**config.mk**
```make
export PLATFORM = sky130hd
export DESIGN_NAME = pwm_multi
export DESIGN_NICKNAME = d
export VERILOG_FILES = /design/src/rtl/pwm_pkg.sv /design/src/rtl/pwm_channel.sv /design/src/rtl/pwm_multi.sv
export SDC_FILE = /design/constraint.sdc
export NUM_CORES = 1
export LEC_CHECK = 0
export CELL_PAD_IN_SITES_DETAIL_PLACEMENT = 0
export CELL_PAD_IN_SITES_GLOBAL_PLACEMENT = 1
export CORE_MARGIN = 1.5
export CORE_UTILIZATION = 30
export CTS_CLUSTER_SIZE = 20
export DETAILED_ROUTE_END_ITERATION = 6
export HOLD_SLACK_MARGIN = 0.15
export PLACE_DENSITY_LB_ADDON = 0.1
export SKIP_LAST_GASP = 1
export SLEW_MARGIN = 20
export SYNTH_ARGS = -nofsm -noshare
export SYNTH_HDL_FRONTEND = slang
export SYNTH_SLANG_ARGS = --single-unit
```
**constraint.sdc**
```tcl
create_clock -name clock -period 9.72 [get_ports clock]
set_input_delay 1.944 -clock clock [delete_from_list [all_inputs] [get_ports clock]]
set_output_delay 1.944 -clock clock [all_outputs]
set_load 0.02 [all_outputs]
```
**src/rtl/pwm_pkg.sv**
```systemverilog
// Shared constants and encodings for the multi-channel PWM block.
// Latency: n/a (types and constants only).
// Backpressure: n/a.
package pwm_pkg;

    localparam int PWM_WIDTH          = 16;
    localparam int PWM_CHANNELS       = 4;
    localparam int PWM_DEFAULT_PERIOD = 4999;  // 10 kHz edge-aligned at 50 MHz

    typedef enum logic {
        MODE_EDGE   = 1'b0,
        MODE_CENTER = 1'b1
    } mode_e;

    typedef enum logic {
        DIR_UP   = 1'b0,
        DIR_DOWN = 1'b1
    } dir_e;

endpackage

```
**src/rtl/pwm_channel.sv**
```systemverilog
// One PWM output: active compare window registers plus registered window compare.
// Latency: pwm follows cnt by 1 clock.
// Backpressure: none; strobes from the timebase are consumed unconditionally.
module pwm_channel
    import pwm_pkg::*;
#(
    parameter int WIDTH = PWM_WIDTH
) (
    input  logic             clock,
    input  logic             reset,
    input  logic             run,
    input  logic             xfer,
    input  logic             use_new,
    input  logic [WIDTH-1:0] cnt,
    input  logic [WIDTH-1:0] shadow_cr1,
    input  logic [WIDTH-1:0] shadow_cr2,
    output logic             pwm
);

    logic [WIDTH-1:0] cr1_q;
    logic [WIDTH-1:0] cr2_q;
    logic [WIDTH-1:0] cmp1;
    logic [WIDTH-1:0] cmp2;

    // On a period-start boundary with an update pending, the counter-0 sample
    // already belongs to the new period, so it is compared against the shadow.
    always_comb begin
        cmp1 = cr1_q;
        cmp2 = cr2_q;
        if (use_new) begin
            cmp1 = shadow_cr1;
            cmp2 = shadow_cr2;
        end
    end

    // Active window registers, replaced only at a period boundary.
    always_ff @(posedge clock) begin
        if (reset) begin
            cr1_q <= '0;
            cr2_q <= '0;
        end else if (xfer) begin
            cr1_q <= shadow_cr1;
            cr2_q <= shadow_cr2;
        end
    end

    // Registered window compare; output forced low while stopped.
    always_ff @(posedge clock) begin
        if (reset || !run) begin
            pwm <= 1'b0;
        end else begin
            pwm <= (cnt >= cmp1) && (cnt < cmp2);
        end
    end

endmodule

```
**src/rtl/pwm_multi.sv**
```systemverilog
// Multi-channel PWM: shared edge/centre-aligned timebase with double-buffered period, mode and windows.
// Latency: pwm 1 clock after counter; cycle_start during the boundary cycle; update_done 1 clock after transfer.
// Backpressure: none; load is always accepted, last load before a boundary wins.
module pwm_multi
    import pwm_pkg::*;
#(
    parameter int WIDTH          = PWM_WIDTH,
    parameter int CHANNELS       = PWM_CHANNELS,
    parameter int DEFAULT_PERIOD = PWM_DEFAULT_PERIOD
) (
    input  logic                      clock,
    input  logic                      reset,
    input  logic                      enable,
    input  logic                      center,
    input  logic [WIDTH-1:0]          period,
    input  logic [CHANNELS*WIDTH-1:0] cr1,
    input  logic [CHANNELS*WIDTH-1:0] cr2,
    input  logic                      load,
    output logic [CHANNELS-1:0]       pwm,
    output logic                      cycle_start,
    output logic                      update_done
);

    typedef struct packed {
        logic [WIDTH-1:0] period;
        mode_e            mode;
    } tbase_t;

    tbase_t                    act_q;
    tbase_t                    shd_q;
    tbase_t                    eff;
    logic [CHANNELS*WIDTH-1:0] shd_cr1_q;
    logic [CHANNELS*WIDTH-1:0] shd_cr2_q;
    logic                      pending_q;
    logic                      running_q;
    logic [WIDTH-1:0]          cnt_q;
    logic [WIDTH-1:0]          cnt_d;
    dir_e                      dir_q;
    dir_e                      dir_d;
    logic                      first;
    logic                      start_bnd;
    logic                      end_bnd;
    logic                      boundary;
    logic                      xfer;
    logic                      use_new;

    // Boundary decode. Start-type boundaries (first enabled cycle, centre-mode
    // bottom) sit on the counter-0 sample of the new period; the edge-mode
    // boundary sits on the last sample (cnt == P) of the old period.
    always_comb begin
        first     = enable && !running_q;
        start_bnd = enable && (first ||
                    (act_q.mode == MODE_CENTER && dir_q == DIR_DOWN && cnt_q == '0));
        end_bnd   = enable && running_q && act_q.mode == MODE_EDGE &&
                    cnt_q >= act_q.period;
        boundary  = start_bnd || end_bnd;
        xfer      = boundary && pending_q;
        use_new   = start_bnd && pending_q;
        eff       = use_new ? shd_q : act_q;
    end

    // Counter/direction next state; after a start-type boundary the next step
    // already follows the incoming period and mode.
    always_comb begin
        cnt_d = cnt_q;
        dir_d = dir_q;
        if (!enable || end_bnd) begin
            cnt_d = '0;
            dir_d = DIR_UP;
        end else if (start_bnd) begin
            if (eff.period == '0) begin
                cnt_d = '0;
                dir_d = (eff.mode == MODE_CENTER) ? DIR_DOWN : DIR_UP;
            end else begin
                cnt_d = WIDTH'(1);
                dir_d = DIR_UP;
            end
        end else if (act_q.mode == MODE_EDGE) begin
            cnt_d = cnt_q + WIDTH'(1);
        end else if (dir_q == DIR_UP) begin
            if (cnt_q >= act_q.period) begin
                cnt_d = (cnt_q == '0) ? '0 : cnt_q - WIDTH'(1);
                dir_d = DIR_DOWN;
            end else begin
                cnt_d = cnt_q + WIDTH'(1);
            end
        end else begin
            cnt_d = cnt_q - WIDTH'(1);
        end
    end

    // Counter/direction state register.
    always_ff @(posedge clock) begin
        if (reset) begin
            cnt_q <= '0;
            dir_q <= DIR_UP;
        end else begin
            cnt_q <= cnt_d;
            dir_q <= dir_d;
        end
    end

    // Shadow capture, pending flag and shadow-to-active transfer. A load on a
    // boundary edge lands in the shadow after the old shadow was transferred.
    always_ff @(posedge clock) begin
        if (reset) begin
            act_q       <= '{period: WIDTH'(DEFAULT_PERIOD), mode: MODE_EDGE};
            shd_q       <= '{period: '0, mode: MODE_EDGE};
            shd_cr1_q   <= '0;
            shd_cr2_q   <= '0;
            pending_q   <= 1'b0;
            running_q   <= 1'b0;
            update_done <= 1'b0;
        end else begin
            running_q   <= enable;
            update_done <= xfer;
            pending_q   <= load || (pending_q && !xfer);
            if (xfer) begin
                act_q <= shd_q;
            end
            if (load) begin
                shd_q     <= '{period: period, mode: mode_e'(center)};
                shd_cr1_q <= cr1;
                shd_cr2_q <= cr2;
            end
        end
    end

    assign cycle_start = boundary && !reset;

    for (genvar i = 0; i < CHANNELS; i++) begin : g_ch
        pwm_channel #(
            .WIDTH(WIDTH)
        ) u_ch (
            .clock      (clock),
            .reset      (reset),
            .run        (enable),
            .xfer       (xfer),
            .use_new    (use_new),
            .cnt        (cnt_q),
            .shadow_cr1 (shd_cr1_q[i*WIDTH +: WIDTH]),
            .shadow_cr2 (shd_cr2_q[i*WIDTH +: WIDTH]),
            .pwm        (pwm[i])
        );
    end

endmodule
```
# == Yosys cells after proc, flatten, opt, wreduce, memory -nomap -nowiden ==
# Index checks and enable logic that the tools add are counted.
# classes
add_sub_neg,2
n_lt_le_gt_ge,9
n_mux,21
n_bitwise,1
reduce_logical,28
# ops
op,count
$mux W16,13
$ge A16 B16 Y1,5
$lt A16 B16 Y1,4
$logic_not A16 Y1,2
$mux W17,1
$add A16 B1 Y16 const B,1
$sub A16 B1 Y16 const B,1
$logic_and A1 B1 Y1,15
$mux W1,7
$logic_or A1 B1 Y1,5
$logic_not A1 Y1,4
$reduce_bool A2 Y1,1
$reduce_or A2 Y1,1
$not A1 Y1,1
# word_totals
register_bits,314
input_bits,149
output_inout_bits,6
elab_cells,84

# == Depth between registers and ports, before layout ==
# Gate-level depths: netlist of the first run.
# logic_depth
word_depth,9
depth_mapped,19

# == Hierarchy ==
# A second synthesis of the first run with hierarchy kept.
# unflattened
hier_cells,1637
hier_area_um2,16044.1
# by_module_without_submodules
mod,instances,cells_each,area_per_inst_um2
pwm_multi,1,765,7521.0
pwm_channel at g_ch[1].u_ch ...,2,220,2133.3
pwm_channel at g_ch[0].u_ch ...,2,216,2128.3

# == Worst setup path after synthesis of the first run ==
# OpenSTA, ideal clock, no wires.
# synth_path
path_type,input -> output
startpoint,input port enable
endpoint,output port cycle_start
arrival_time_ps,2751
slack_ps,5025
stages,4
path_buffers,0
cell_sequence,nand2_1 a211oi_1 nor2_1 nor2_1
# synth_via
elab_chain_len,5
# synth_rtl
element,line_no,text
start: declaration,pwm_multi.sv:13,"input logic enable,"
$logic_and A1 B1 Y1 (on tied branches),"pwm_multi.sv:51, pwm_multi.sv:54",
$logic_or A1 B1 Y1 / $logic_and A1 B1 Y1 (equally long branches),"pwm_multi.sv:52, pwm_multi.sv:54",
$logic_and A1 B1 Y1 (on tied branches),"pwm_multi.sv:52, pwm_multi.sv:54",
$logic_or A1 B1 Y1 (*),pwm_multi.sv:56,boundary = start_bnd || end_bnd;
$logic_and A1 B1 Y1 (*),pwm_multi.sv:129,assign cycle_start = boundary && !reset;
end: declaration,pwm_multi.sv:20,"output logic cycle_start,"
# Mark *: on every way between the ends. The rest lies on a longest branch, timed or not.

# == Final worst setup path of the first run ==
# Ends and elaborated chain as after synthesis.

==> impl_metrics.json, run 1 <==
{
  "status": "complete, no violations",
  "relSlewSlack": 0.263,
  "clockBufferDepth": 3,
  "crit_type": "input pin to primary output",
  "die_w_um": 238,
  "synth_edf_count": 0,
  "path_clk_slew_ns": 0.05,
  "required_ns": 7.78,
  "cap_violations": 0,
  "vias": 12887,
  "ant_nets": 0,
  "area_growth_pct": 20.3,
  "post-route-min-period_ns": 6.06,
  "cp-end-kind": "primary output",
  "design_area_um2": 20000,
  "setup_violations": 0,
  "wirelength_um": 48200,
  "cts_resized": 0,
  "wl_per_cell_um": 18.0,
  "io_buffers": 154,
  "yosysWarningCount": 0,
  "fin_setup_tns_ns": 0,
  "holdBufCountCts": 0,
  "ys_types": 64,
  "grt_pass1_wl_um": 75700,
  "critPathLaunchType": "input pin",
  "ys_seq_elements": 314,
  "dp_hpwl_um": 31500,
  "irDropWorstVdd_v": 0.000100,
  "drive_gt1_frac": 0.132,
  "finalHoldViolations": 0,
  "cpPeakStageDelay_ns": 0.62,
  "finClkSkew_ns": 0.0250,
  "cts_sinks": 314,
  "fin_crit_sh": 0.623,
  "worstSkewPairLatency_ns": 0.57,
  "cts_setup_buffers": 0,
  "rows": 86,
  "min_path_type": "flip-flop to flip-flop",
  "antenna_found_initial": 1,
  "first_iter_violations": 606,
  "synthesis.nets": 2095,
  "arrival_ns": 4.11,
  "cts-htree-levels": 2,
  "grt_usage": 0.171,
  "cts.root.buffer_cell": "clkbuf_16",
  "synthArstFlopShare": 0,
  "synth_area_um2": 16600,
  "leakage_nw": 8.69,
  "cp_slowest_cell": "clkdlybuf4s50_1",
  "rsz0062_at_grt": "false",
  "maxSlewViolCount": 0,
  "netlist_instances": 1803,
  "core_um2": 55000,
  "path_cells": "clkdlybuf4s50_1, nand2_1, a211oi_1, nor2_1, nor2_1, clkdlybuf4s50_1",
  "via_per_inst": 4.80,
  "cts_tree": "yes",
  "num-fill-cells": 5619,
  "place.gp.congestion": 0.730,
  "detailed_place.area_um2": 18700,
  "yosysSeqAreaShare": 0.378,
  "fmax_mhz": 165,
  "antenna_cells": 0,
  "dieArea_um2": 56900,
  "worst-path-max-fanout": 5,
  "power.density_nw_per_um2": 159,
  "ys.flop_type": "dfxtp_1",
  "hold_slack_ns": 0.452,
  "io_pins": 155,
  "stdcell_count": 2683,
  "num-nets-final": 2200,
  "grt_max_degree": 140,
  "cts_buffers": 40,
  "worstMarginPinSlew_ns": 1.10,
  "overflow": 0,
  "die_height_um": 238,
  "dr.pass1.iters": 5,
  "grt_pass1_vias": 12788,
  "initial_core_util": 0.303,
  "drc": 0,
  "dp.cells": 2614,
  "syn_area_per_cell_um2": 9.23
}
[critical path: cells and delay by family]
kind | cells | cell delay (ns)
AOI/OAI and AO/OA | 1 | 0.56
and+or+nand+nor | 3 | 0.41
buffers and inverters | 2 | 1.20
[per-layer routing]
metal  share of wire  track usage  vias up
met1            0.48        0.233     6057
met2            0.46        0.276      215
met3           0.037       0.0275       60
met4           0.023       0.0541        0
met5               0            0        -
li1                -            -     6555
[cells in the final DEF, fill, tap and decap left out, types with 3 or more instances in the layout]
cell type / Yosys / layout
mux2i_1: 269 / 269
a211oi_1: 10 / 10
o21ai_0: 23 / 23
nand2_2: 70 / 70
bufinv_16: 0 / 3
clkinv_2: 0 / 3
nor4b_1: 3 / 3
a211o_1: 4 / 4
o311a_1: 3 / 3
nor3_1: 24 / 24
o41ai_1: 3 / 3
nand3_1: 9 / 8
nor2b_1: 6 / 6
clkdlybuf4s50_1: 0 / 152
clkbuf_8: 0 / 7
nor4_1: 19 / 19
a21oi_2: 81 / 81
mux2_2: 6 / 6
clkbuf_16: 0 / 41
clkinvlp_4: 0 / 5
and2_1: 5 / 5
nand4_1: 21 / 21
a21o_1: 38 / 38
nand2b_1: 10 / 10
o21a_1: 3 / 3
o211ai_1: 8 / 8
a2111oi_0: 6 / 6
clkbuf_1: 55 / 8
and3_1: 14 / 14
or3_1: 8 / 8
buf_4: 5 / 23
inv_1: 29 / 29
nor2_1: 175 / 175
nand2_1: 227 / 227
o31a_1: 6 / 6
a21oi_1: 106 / 106
ha_1: 143 / 143
o221ai_1: 9 / 9
xnor2_1: 3 / 3
dfxtp_1: 314 / 314
[where the power goes]
part / internal (W) / switching [W]
clock: 0.000898 / 0.000595
sequential: 0.00134 / 0.0000487
combinational: 0.000150 / 0.000160
[layout make-up]
| class | count | area (µm²) | area share |
|---|---|---|---|
| multi-input cells | 1344 | 9610 | 0.480 |
| flip-flops and latches | 314 | 6290 | 0.314 |
| repair buffers | 179 | 1760 | 0.0881 |
| clock buffers | 55 | 1140 | 0.0569 |
| well taps | 748 | 936 | 0.0468 |
| clock inverters | 14 | 169 | 0.00844 |
| inverters | 29 | 109 | 0.00544 |
[final timing paths]
| kind | cells after the start | endpoint | slack [ns] | start |
|---|---|---|---|---|
| setup / recovery | 6 | cycle_start | 3.66 | enable |
| hold / removal | 2 | g_ch[3].u_ch.cr1_q[13] | 0.45 | g_ch[3].u_ch.cr1_q[13] |
| setup reg to reg | 17 | g_ch[1].u_ch.pwm | 4.33 | cnt_q[0] |
| hold reg to reg | 2 | g_ch[3].u_ch.cr1_q[13] | 0.45 | g_ch[3].u_ch.cr1_q[13] |
[sequential cells by signal, summed over array words and instances (netlist names)]
signal,count
shd_cr1_q,64
g_ch.u_ch.cr2_q,64
dir_q,1
g_ch.u_ch.cr1_q,64
act_q,17
cnt_q,16
running_q,1
shd_cr2_q,64
update_done,1
g_ch.u_ch.pwm,4
shd_q,17
pending_q,1
[stage by stage]
step            util  worst slack, ns  power (W)
2_1_floorplan      -             5.03    0.00160
4_1_cts        0.364             3.62    0.00326
3_5_place_dp   0.340             3.65    0.00173
3_3_place_gp   0.340             3.68    0.00173
5_1_grt        0.364             3.47    0.00333
6_report       0.364             3.66    0.00319
[cells in the mapped netlist (all sizes together), types with 8 or more instances]
cell type | n | area, µm²
dfxtp | 314 | 6290
nand2 | 297 | 1290
mux2i | 269 | 2690
a21oi | 187 | 1240
nor2 | 175 | 657
ha | 143 | 1790
buf | 61 | 448
clkbuf | 55 | 206
a21o | 38 | 285
inv | 29 | 109
o21ai | 26 | 134
nor3 | 24 | 120
nand4 | 21 | 131
nor4 | 20 | 140
and3 | 14 | 87.6
a211oi | 10 | 75.1
nand2b | 10 | 62.6
nand3 | 9 | 45.0
o221ai | 9 | 78.8
o211ai | 8 | 60.1
or3 | 8 | 50.1
[cell families (layout without fill, tap and decap cells)]
logic type	Yosys count	in the layout	share of synthesized area
AND/OR/NAND/NOR	602	602	0.166
AO/OA/AOI/OAI	320	320	0.135
flip-flops	314	314	0.378
multiplexers	275	275	0.166
buffers and inverters	145	277	0.0459
adder cells (fa/ha/maj)	143	143	0.108
XOR/XNOR	4	4	0.00211
No activity file was read; power rests on OpenSTA's default activity.
==> run 2: changes to the inputs <==
==> constraint.sdc (replaced) <==
create_clock -name clock -period 6.22 [get_ports clock]
set_input_delay 1.244 -clock clock [delete_from_list [all_inputs] [get_ports clock]]
set_output_delay 1.244 -clock clock [all_outputs]
set_load 0.02 [all_outputs]
==> run 2 against run 1 <==
Clock skew down 0.0097 ns. Critical path depth up 3. Setup slack worse by 2.5 ns. Utilization about the same. Flip-flop and latch count unchanged. First-iteration DRC count up 0.99%. Total power up 52%. Count of clock-buffer cells in the layout unchanged. Register-to-register slack worse by 2.7 ns. Worst hold slack worse by 0.0010 ns. Via count down 0.31%. Largest cell class unchanged.
==> impl_metrics.json, run 2 (same netlist as run 1, synthesis figures left out) <==
{
  "status": "complete, no violations",
  "drive_gt1_frac": 0.134,
  "met3_usage": 0.0248,
  "pre_cts_slack_ns": 1.49,
  "min_from": "g_ch[2].u_ch.cr1_q[14]",
  "maxSlewViolCount": 0,
  "fmax_mhz": 197,
  "cts_sinks": 314,
  "die_w_um": 238,
  "rsz0062_at_grt": "false",
  "dieArea_um2": 56900,
  "wirelength_um": 48600,
  "cts.root.buffer_cell": "clkbuf_16",
  "cts_buffers": 39,
  "crit_type": "flip-flop to primary output",
  "fin_util": 0.364,
  "worstMarginPinSlew_ns": 1.05,
  "final_common_cell": "dfxtp_1",
  "fin_setup_tns_ns": 0,
  "min_path_cells": 2,
  "leakage_nw": 8.72,
  "setup_violations": 0,
  "path_cells": "inv_1, ha_1, or3b_1, o211ai_1, a211o_1, a211oi_1, nor2_1, nor2_1, clkdlybuf4s50_1",
  "required_ns": 4.98,
  "antenna_found_initial": 0,
  "top_usage_layer": "met2",
  "crit_cells": 9,
  "cpPeakStageDelay_ns": 0.62,
  "grt_usage": 0.171,
  "reg2reg_depth": 17,
  "wl_per_cell_um": 18.1,
  "ant_nets": 0,
  "antenna_cells": 0,
  "detailed_place.area_um2": 18800,
  "clockBufferDepth": 3,
  "crit_family": "buffers and inverters",
  "worstSkewPairLatency_ns": 0.55,
  "post-route-min-period_ns": 5.09,
  "io_pins": 155,
  "power.density_nw_per_um2": 243,
  "arrival_ns": 3.84,
  "r2r-start": "cnt_q[0]",
  "cts_setup_buffers": 0,
  "crit_path_frequent_cell": "nor2_1",
  "critPathLaunchType": "flip-flop",
  "finalPower_w": 0.00486,
  "dr.pass1.iters": 4,
  "cp-end-kind": "primary output",
  "cts-htree-levels": 2,
  "min_path_type": "flip-flop to flip-flop",
  "min_to": "g_ch[2].u_ch.cr1_q[14]",
  "layout_setup_ws_ns": 1.13,
  "cts_resized": 0,
  "design_area_um2": 20000,
  "rows": 86,
  "irDropWorstVdd_v": 0.000158,
  "final_cell_mix": "314 x dfxtp_1, 269 x mux2i_1, 227 x nand2_1, 175 x nor2_1, 152 x clkdlybuf4s50_1",
  "place.gp.congestion": 0.775,
  "drc": 0,
  "vias": 12847,
  "grt_pass1_vias": 12873,
  "r2r-end": "g_ch[1].u_ch.pwm",
  "worst-path-max-fanout": 10,
  "gr-usage-met1": 0.228,
  "initial_core_util": 0.303,
  "dp_hpwl_um": 32100,
  "cp_slowest_cell": "dfxtp_1",
  "grt_max_degree": 115,
  "path_clk_slew_ns": 0.07,
  "crit_buf_inv": 2,
  "overflow": 0,
  "holdBufCountCts": 0,
  "finClkSkew_ns": 0.0153,
  "fin_crit_sh": 0.818,
  "finalHoldViolations": 0,
  "reg2reg_slack_ns": 1.59,
  "die_height_um": 238,
  "grt_use_met2": 0.288,
  "num-nets-final": 2202,
  "via_per_inst": 4.78,
  "core_um2": 55000,
  "relSlewSlack": 0.297,
  "grt_pass1_wl_um": 75700,
  "area_growth_pct": 20.2,
  "io_buffers": 154,
  "cap_violations": 0,
  "first_iter_violations": 612,
  "cts_tree": "yes"
}
[run 2: changes by cell type in the layout (fill, tap and decap cells not counted), sizes merged]
cell / before / now
clkinv: 4 / 12
buf: 26 / 29
bufinv: 3 / 0
clkinvlp: 5 / 2
inv: 31 / 29
[run 2: cell type report]
| class | instances | area [µm²] |
|---|---|---|
| fill | 5559 | 35000 |
| multi-input combinational | 1344 | 9610 |
| sequential | 314 | 6290 |
| timing repair buffer | 182 | 1820 |
| clock buffer | 55 | 1160 |
| tap | 748 | 936 |
| inverter | 29 | 109 |
| clock inverter | 14 | 75.1 |
[run 2: how the worst max path moves through the flow]
stage                        start          endpoint  slack [ns]
final                     cnt_q[0]       cycle_start        1.13
after global routing      cnt_q[0]       cycle_start        0.89
after CTS                 cnt_q[0]       cycle_start        1.02
after detailed placement    enable       cycle_start        1.49
after global placement      enable       cycle_start        1.54
after floorplan           cnt_q[0]  g_ch[0].u_ch.pwm        2.67
[run 2: report_power, final]
group / total (W) / internal [W] / switching, W
Clock: 0.00220 / 0.00129 / 0.000909
Combinational: 0.000489 / 0.000236 / 0.000253
Sequential: 0.00216 / 0.00209 / 0.0000742
Total: 0.00486 / 0.00362 / 0.00124
[run 2: layer usage]
metal | vias to the layer above | routed length (µm)
li1 | 6569 | -
met1 | 6033 | 23400
met2 | 182 | 22700
met3 | 63 | 1530
met4 | 0 | 1010
met5 | - | 0
[run 2: worst register-to-register path, cell delays in order, from the launching register on]
cell and delay (ns):
dfxtp_1 0.46, inv_1 0.37, ha_1 0.20, nor4b_1 0.32, nand4_1 0.23, o21ai_2 0.26
nand3_4 0.44, buf_12 0.40, buf_12 0.25, mux2i_1 0.16, ha_1 0.30, nand3_1 0.11
nor2_1 0.05, nand2_1 0.11, nor3_1 0.07, a2111oi_0 0.39, o221ai_1 0.21, nor3_1 0.22
[run 2: through the flow]
step           hold slack (ns)  instances
2_1_floorplan            0.433       1803
3_5_place_dp             0.446       2617
4_1_cts                  0.454       2686
3_3_place_gp             0.439       2617
5_1_grt                  0.469       2686
6_report                 0.451       2686
